File: src/rtl/thunderbird_lamp_decoder.sv
// Decodes sampled Thunderbird tail-lamp patterns into a direction, completion
// pulses and per-side/error counters; every output comes straight from a flop.
module thunderbird_lamp_decoder #(
  parameter int COUNT_W = 8
) (
  input  logic               clk,
  input  logic               reset,
  input  logic               sample_en,
  input  logic               LA,
  input  logic               LB,
  input  logic               LC,
  input  logic               RA,
  input  logic               RB,
  input  logic               RC,
  output logic [1:0]         dir,
  output logic               left_done,
  output logic               right_done,
  output logic [COUNT_W-1:0] left_count,
  output logic [COUNT_W-1:0] right_count,
  output logic               seq_err,
  output logic [COUNT_W-1:0] err_count
);

  typedef enum logic [2:0] {
    S_IDLE = 3'd0,
    S_L1   = 3'd1,
    S_L2   = 3'd2,
    S_L3   = 3'd3,
    S_R1   = 3'd4,
    S_R2   = 3'd5,
    S_R3   = 3'd6,
    S_ERR  = 3'd7
  } state_e;

  state_e             state_q, state_d;
  logic [1:0]         dir_q, dir_d;
  logic               left_done_q, left_done_d;
  logic               right_done_q, right_done_d;
  logic [COUNT_W-1:0] left_count_q, left_count_d;
  logic [COUNT_W-1:0] right_count_q, right_count_d;
  logic               seq_err_q, seq_err_d;
  logic [COUNT_W-1:0] err_count_q, err_count_d;

  logic [2:0] lamp_l_s;
  logic [2:0] lamp_r_s;
  logic       l_off_s;
  logic       r_off_s;

  assign lamp_l_s = {LC, LB, LA};
  assign lamp_r_s = {RA, RB, RC};
  assign l_off_s  = (lamp_l_s == 3'b000);
  assign r_off_s  = (lamp_r_s == 3'b000);

  // Next-state and output decode; anything not on the legal path, including a
  // lit lamp on both sides at once, falls through to ERR.
  always_comb begin
    state_d       = state_q;
    dir_d         = dir_q;
    left_done_d   = 1'b0;
    right_done_d  = 1'b0;
    left_count_d  = left_count_q;
    right_count_d = right_count_q;
    seq_err_d     = seq_err_q;
    err_count_d   = err_count_q;

    if (sample_en) begin
      case (state_q)
        S_IDLE: begin
          if (l_off_s && r_off_s)                          state_d = S_IDLE;
          else if ((lamp_l_s == 3'b001) && r_off_s)        state_d = S_L1;
          else if (l_off_s && (lamp_r_s == 3'b100))        state_d = S_R1;
          else                                             state_d = S_ERR;
        end
        S_L1: state_d = ((lamp_l_s == 3'b011) && r_off_s) ? S_L2 : S_ERR;
        S_L2: state_d = ((lamp_l_s == 3'b111) && r_off_s) ? S_L3 : S_ERR;
        S_L3: begin
          if (l_off_s && r_off_s) begin
            state_d      = S_IDLE;
            left_done_d  = 1'b1;
            left_count_d = left_count_q + COUNT_W'(1);
          end else begin
            state_d = S_ERR;
          end
        end
        S_R1: state_d = (l_off_s && (lamp_r_s == 3'b110)) ? S_R2 : S_ERR;
        S_R2: state_d = (l_off_s && (lamp_r_s == 3'b111)) ? S_R3 : S_ERR;
        S_R3: begin
          if (l_off_s && r_off_s) begin
            state_d       = S_IDLE;
            right_done_d  = 1'b1;
            right_count_d = right_count_q + COUNT_W'(1);
          end else begin
            state_d = S_ERR;
          end
        end
        S_ERR:   state_d = (l_off_s && r_off_s) ? S_IDLE : S_ERR;
        default: state_d = S_ERR;
      endcase

      if ((state_d == S_ERR) && (state_q != S_ERR) && (err_count_q != {COUNT_W{1'b1}})) begin
        err_count_d = err_count_q + COUNT_W'(1);
      end else begin
        err_count_d = err_count_q;
      end

      case (state_d)
        S_IDLE:                 dir_d = 2'b00;
        S_L1, S_L2, S_L3:       dir_d = 2'b01;
        S_R1, S_R2, S_R3:       dir_d = 2'b10;
        default:                dir_d = 2'b11;
      endcase
      seq_err_d = (state_d == S_ERR);
    end else begin
      state_d = state_q;
    end
  end

  // State and output registers.
  always_ff @(posedge clk or negedge reset) begin
    if (!reset) begin
      state_q       <= S_IDLE;
      dir_q         <= 2'b00;
      left_done_q   <= 1'b0;
      right_done_q  <= 1'b0;
      left_count_q  <= '0;
      right_count_q <= '0;
      seq_err_q     <= 1'b0;
      err_count_q   <= '0;
    end else begin
      state_q       <= state_d;
      dir_q         <= dir_d;
      left_done_q   <= left_done_d;
      right_done_q  <= right_done_d;
      left_count_q  <= left_count_d;
      right_count_q <= right_count_d;
      seq_err_q     <= seq_err_d;
      err_count_q   <= err_count_d;
    end
  end

  assign dir         = dir_q;
  assign left_done   = left_done_q;
  assign right_done  = right_done_q;
  assign left_count  = left_count_q;
  assign right_count = right_count_q;
  assign seq_err     = seq_err_q;
  assign err_count   = err_count_q;

endmodule
File: config.mk
export PLATFORM = sky130hd
export DESIGN_NAME = thunderbird_lamp_decoder
export DESIGN_NICKNAME = d
export VERILOG_FILES = /design/src/rtl/thunderbird_lamp_decoder.sv
export SDC_FILE = /design/constraint.sdc
export NUM_CORES = 1
export LEC_CHECK = 0
export CAP_MARGIN = 10
export CORE_ASPECT_RATIO = 1.4
export CORE_MARGIN = 10
export CORE_UTILIZATION = 40
export DETAILED_ROUTE_END_ITERATION = 6
export MAX_ROUTING_LAYER = met4
export PLACE_DENSITY = 0.66
export SYNTH_ARGS = -nofsm -noshare
export SYNTH_HDL_FRONTEND = slang
export SYNTH_SLANG_ARGS = --single-unit
File: constraint.sdc
create_clock -name clk -period 4.8 [get_ports clk]
set_input_delay 0.96 -clock clk [delete_from_list [all_inputs] [get_ports clk]]
set_output_delay 0.96 -clock clk [all_outputs]
set_load 0.01 [all_outputs]
# ---- After elaboration in Yosys (flattened, before gate mapping)
# Cells that the tools add are included.
dict set report totals {
  latch_bits 0
  word_cells 68
  rom_bits 0
  output_inout_bits 29
  inputBits 9
  register_bits 32
  mem_count 0
  ram_bits 0
}
dict set report classes {
  eq_ne 22
  muxes 16
  n_mul 0
  bitwise_logic 0
  shift 0
  addsub 3
  order_cmp 0
  n_reduce_logical 19
  div_mod_pow 0
}
# op count
set op_table {}
lappend op_table {{3-bit == test, second input constant} 12}
lappend op_table {{8-bit by 1-bit adder with 8-bit output, second input constant} 3}
lappend op_table {{3-bit 2-to-1 mux} 6}
lappend op_table {{3-bit case mux with 6 select lines} 1}
lappend op_table {{3-bit by 2-bit == test with 1-bit output, second input constant} 5}
lappend op_table {{3-bit zero test} 4}
lappend op_table {{3-bit by 1-bit == test with 1-bit output, second input constant} 3}
lappend op_table {{1-bit logical AND} 9}
lappend op_table {{3-bit OR reduction} 3}
lappend op_table {{8-bit inequality test, second input constant} 1}
lappend op_table {{1-bit 2-to-1 mux} 6}
lappend op_table {{2-bit case mux with 3 select lines} 1}
lappend op_table {{3-bit AND reduction} 2}
lappend op_table {{2-bit 2-to-1 mux} 2}
lappend op_table {{3-bit inequality test, second input constant} 1}
lappend op_table {{2-bit AND reduction} 1}

# ---- Logic depth before layout (Yosys ltp)
dict set report logic_depth {
  word_depth 11
  mapped_depth 7
  depth_no_buf 6
}

# ---- Worst setup path before layout
# No wires, ideal clock.
dict set report synth_path {
  path_type {input-to-reg}
  start {input port RA}
  end {register err_count_q[1], in the netlist err_count[1]}
  stages 6
  required_time_ns 4.675
  setup_ns 0.125
  slack_ns 2.226
  n_path_buf 0
  arrival_ns 2.449
  path_cell_list {or3_1 > or4b_4 > o211ai_2 > nor2_1 > nand2_2 > mux2_4}
}
dict set report synth_between {
  elab_chain_len 11
  elab_cells_between_ends 25
  cone_classes {eq/ne (4); mux (10); reduce/logical (11)}
}
# item line
set synth_rtl {}
lappend synth_rtl {{start, declared} 12} ;# input logic RA,
lappend synth_rtl {{3-bit == test} 71} ;# else if (l_off_s && (lamp_r_s == 3'b100)) state_d = S_R1;
lappend synth_rtl {{1-bit logical AND} 71}
lappend synth_rtl {{2-bit 2-to-1 mux} 71}
lappend synth_rtl {{3-bit 2-to-1 mux} 70} ;# else if ((lamp_l_s == 3'b001) && r_off_s) state_d = S_L1;
lappend synth_rtl {{3-bit 2-to-1 mux} 69} ;# if (l_off_s && r_off_s) state_d = S_IDLE;
lappend synth_rtl {{3-bit case mux with 6 select lines (*)} 67} ;# case (state_q)
lappend synth_rtl {{3-bit 2-to-1 mux (*)} 66} ;# if (sample_en) begin
lappend synth_rtl {{3-bit == test (*)} 100} ;# if ((state_d == S_ERR) && (state_q != S_ERR) && (err_count_q != {COUNT_W{1'b1}})) begin
lappend synth_rtl {{1-bit logical AND (*) (2 in a row)} 100}
lappend synth_rtl {{2-bit AND reduction (no line) (*)} --}
lappend synth_rtl {{end signal, assigned} 137} ;# err_count_q <= err_count_d;
lappend synth_rtl {{end, declared} 42} ;# logic [COUNT_W-1:0] err_count_q, err_count_d;
# Every way passes the cells marked *; elsewhere a longest branch is shown, timed or not. The select of a mux whose other input is x is not followed.
# A chain may end at the register's enable or synchronous reset.

# ---- Worst setup path after layout
dict set report layout_path {
  start {input port RC}
  end {register err_count_q[1], in the netlist err_count[1]}
}
dict set report layout_between {
  elab_chain_len 11
  elab_cells_between_ends 25
  cone_classes {eq/ne (4); mux (10); reduce/logical (11)}
}
# item line
set layout_rtl {}
lappend layout_rtl {{start, declared} 14} ;# input logic RC,
lappend layout_rtl {{3-bit == test} 71}
lappend layout_rtl {{1-bit logical AND} 71}
lappend layout_rtl {{2-bit 2-to-1 mux} 71}
lappend layout_rtl {{3-bit 2-to-1 mux} 70}
lappend layout_rtl {{3-bit 2-to-1 mux} 69}
lappend layout_rtl {{3-bit case mux with 6 select lines (*)} 67}
lappend layout_rtl {{3-bit 2-to-1 mux (*)} 66}
lappend layout_rtl {{3-bit == test (*)} 100}
lappend layout_rtl {{1-bit logical AND (*) (2 in a row)} 100}
lappend layout_rtl {{2-bit AND reduction (no line) (*)} --}
# Marks and branches as above.

==> flow_summary.json <==
{
  "min_from": "right_count[7]",
  "crit_arrival_ns": 3.08,
  "clk_pin_slew_ns": 0.07,
  "irDropWorstVdd_uv": 184,
  "clock_latency_ns": 0.28,
  "slew_violations": 0,
  "cts-resized-gates": 0,
  "grt_pass1_wl_mm": 6.52,
  "fin_crit_sh_pct": 60.6,
  "grt_usage_pct": 11.9,
  "numPortBuffers": 37,
  "cts-root-buf": "clkbuf_8",
  "synth_area_um2": 1640,
  "wirelength_mm": 3.69,
  "r2r_cells": 6,
  "grt_max_degree": 33,
  "whs_ns": 0.466,
  "startpoint_type": "input port",
  "grt_pass1_vias": 1387,
  "syn_inst": 153,
  "drive_above_1_share_pct": 10.8,
  "syn-mean-instance-area_um2": 10.7,
  "post_cts_buffers": 0,
  "routedWlPerCell_um": 15.5,
  "yosys_warnings": 0,
  "cts.path.max_buffers": 2,
  "final-setup-viol-count": 0,
  "drt_iter0_drc": 58,
  "synth_common_cells": "dfrtp_1, nand2_1, xnor2_1, nor2_1",
  "drc": 0,
  "powerDensity_nw_per_um2": 314,
  "clock_skew_ns": 0.00808,
  "synth_area_leaders": "dfrtp_1, xnor2_1, xor2_1, nand2_1, nor2_1",
  "hold_viol_final": 0,
  "die_w_um": 74.1,
  "fin_tns_setup_ns": 0,
  "htree_num_levels": 2,
  "cts_tree": "done",
  "route.vias.total": 1287,
  "fin_ws_ns": 1.89,
  "yosysMostFrequentCell": "dfrtp_1",
  "synth_cell_types": 45,
  "overflow": 0,
  "ant_nets": 0,
  "status": "completed",
  "gp_congestion": 0.827,
  "end_kind": "flip-flop",
  "via_per_inst": 5.41,
  "ys_ff_latch": 32,
  "path_class": "in -> reg",
  "synth_edf_count": 0,
  "final_nets": 206,
  "p_total_mw": 0.670,
  "design_area_um2": 2140,
  "yosysTopAreaCellShare_pct": 48.9,
  "synthesis.nets": 165,
  "final_cells": 238,
  "yosysSeqAreaShare_pct": 48.9,
  "cts_buffers": 5,
  "antenna_found_initial": 0,
  "start_util_pct": 41.4,
  "fillers": 371,
  "tightest_slew_ns": 0.517,
  "dr.pass1.iters": 4,
  "rsz0062_at_grt": "no",
  "max_cap_viol_count": 0,
  "clock_sinks": 32,
  "coreArea_um2": 3950,
  "r2r_start": "state_q[0]",
  "dp_cells": 230,
  "synth_flop_cell": "dfrtp_1",
  "die_h_um": 95.7,
  "hold_path.class": "reg -> reg",
  "area_delta_synth_final_pct": 30.4,
  "worstPathRequired_ns": 4.97,
  "dp_hpwl_mm": 2.87,
  "slew_headroom_pct": 65.4,
  "num_rows": 27,
  "io_pins": 38,
  "leakage_nw": 0.923,
  "placed_area_um2": 2050,
  "place_ws_ns": 1.59,
  "crit_fanout": 5,
  "final_util_pct": 54.0,
  "die-area_um2": 7090,
  "async_flop_share_pct": 100,
  "cp-startpoint": "RC",
  "clock.fmax_ghz": 0.344,
  "antennaDiodeCount": 0,
  "synth_top_area_cell": "dfrtp_1",
  "ctsHoldBuffers": 0,
  "hold_depth": 1,
  "finalCriticalPeriod_ns": 2.91
}
-- sequential cells by signal, indices dropped and copies added, names as in the netlist --
register / flops
left_done: 1
right_done: 1
state_q: 3
err_count: 8
seq_err: 1
right_count: 8
left_count: 8
dir: 2
-- worst max-delay path, stage by stage --
cell and delay [ns]:
clkdlybuf4s50_1 0.48, or3_1 0.42, or4b_4 0.53, o211ai_2 0.13, nor2_1 0.13, nand2_2 0.11
mux2_4 0.30
-- cells in the final DEF (no fill, tap or decap), drive strengths merged, types with 4 or more instances in the layout --
cell           synthesis  routed
dfrtp                 32      32
nor3                   9       9
clkdlybuf4s50          0      37
inv                    5       5
xnor2                 14      14
nand4                  7       7
nand2                 17      17
o211ai                 4       4
clkbuf                 2       8
nor2                  12      12
xor2                   7       7
nand3                  7       7
-- final timing paths --
kind,end,slack [ns]
worst max register to register,err_count[1],2.72
min in group asynchronous,right_count[7],1.07
worst min register to register,right_count[7],0.47
worst max-delay path,err_count[1],1.89
max in group asynchronous,right_done,3.43
worst min-delay path,right_count[7],0.47
-- logic make-up after synthesis --
kind of cell / Yosys count / share of synthesized area, %
simple gates: 65 / 22.7
flops: 32 / 48.9
xor+xnor: 21 / 11.2
compound gates: 19 / 9.40
buf+inv: 9 / 2.60
mux: 4 / 2.90
fa+ha+maj: 3 / 2.29
-- routing by layer --
metal	GRT usage [%]	up-vias	wire length (um)
li1	-	621	-
met1	12.7	625	1510
met2	19.2	33	1860
met3	3.60	8	205
met4	6.85	0	108
met5	-	-	0
-- power by group --
group	switching, mW	total (mW)	internal (mW)
logic	0.0557	0.133	0.0768
registers	0.0323	0.327	0.294
clock network	0.0939	0.211	0.117
-- layout make-up --
class / instances / area, um^2 / share of cell area, %
Sequential cell: 32 / 801 / 37.5
Multi-Input combinational cell: 112 / 795 / 37.2
Timing Repair Buffer: 38 / 378 / 17.7
Clock buffer: 8 / 90.1 / 4.22
Tap cell: 43 / 53.8 / 2.52
Inverter: 5 / 18.8 / 0.879
Power figures use the tool's default switching activity.
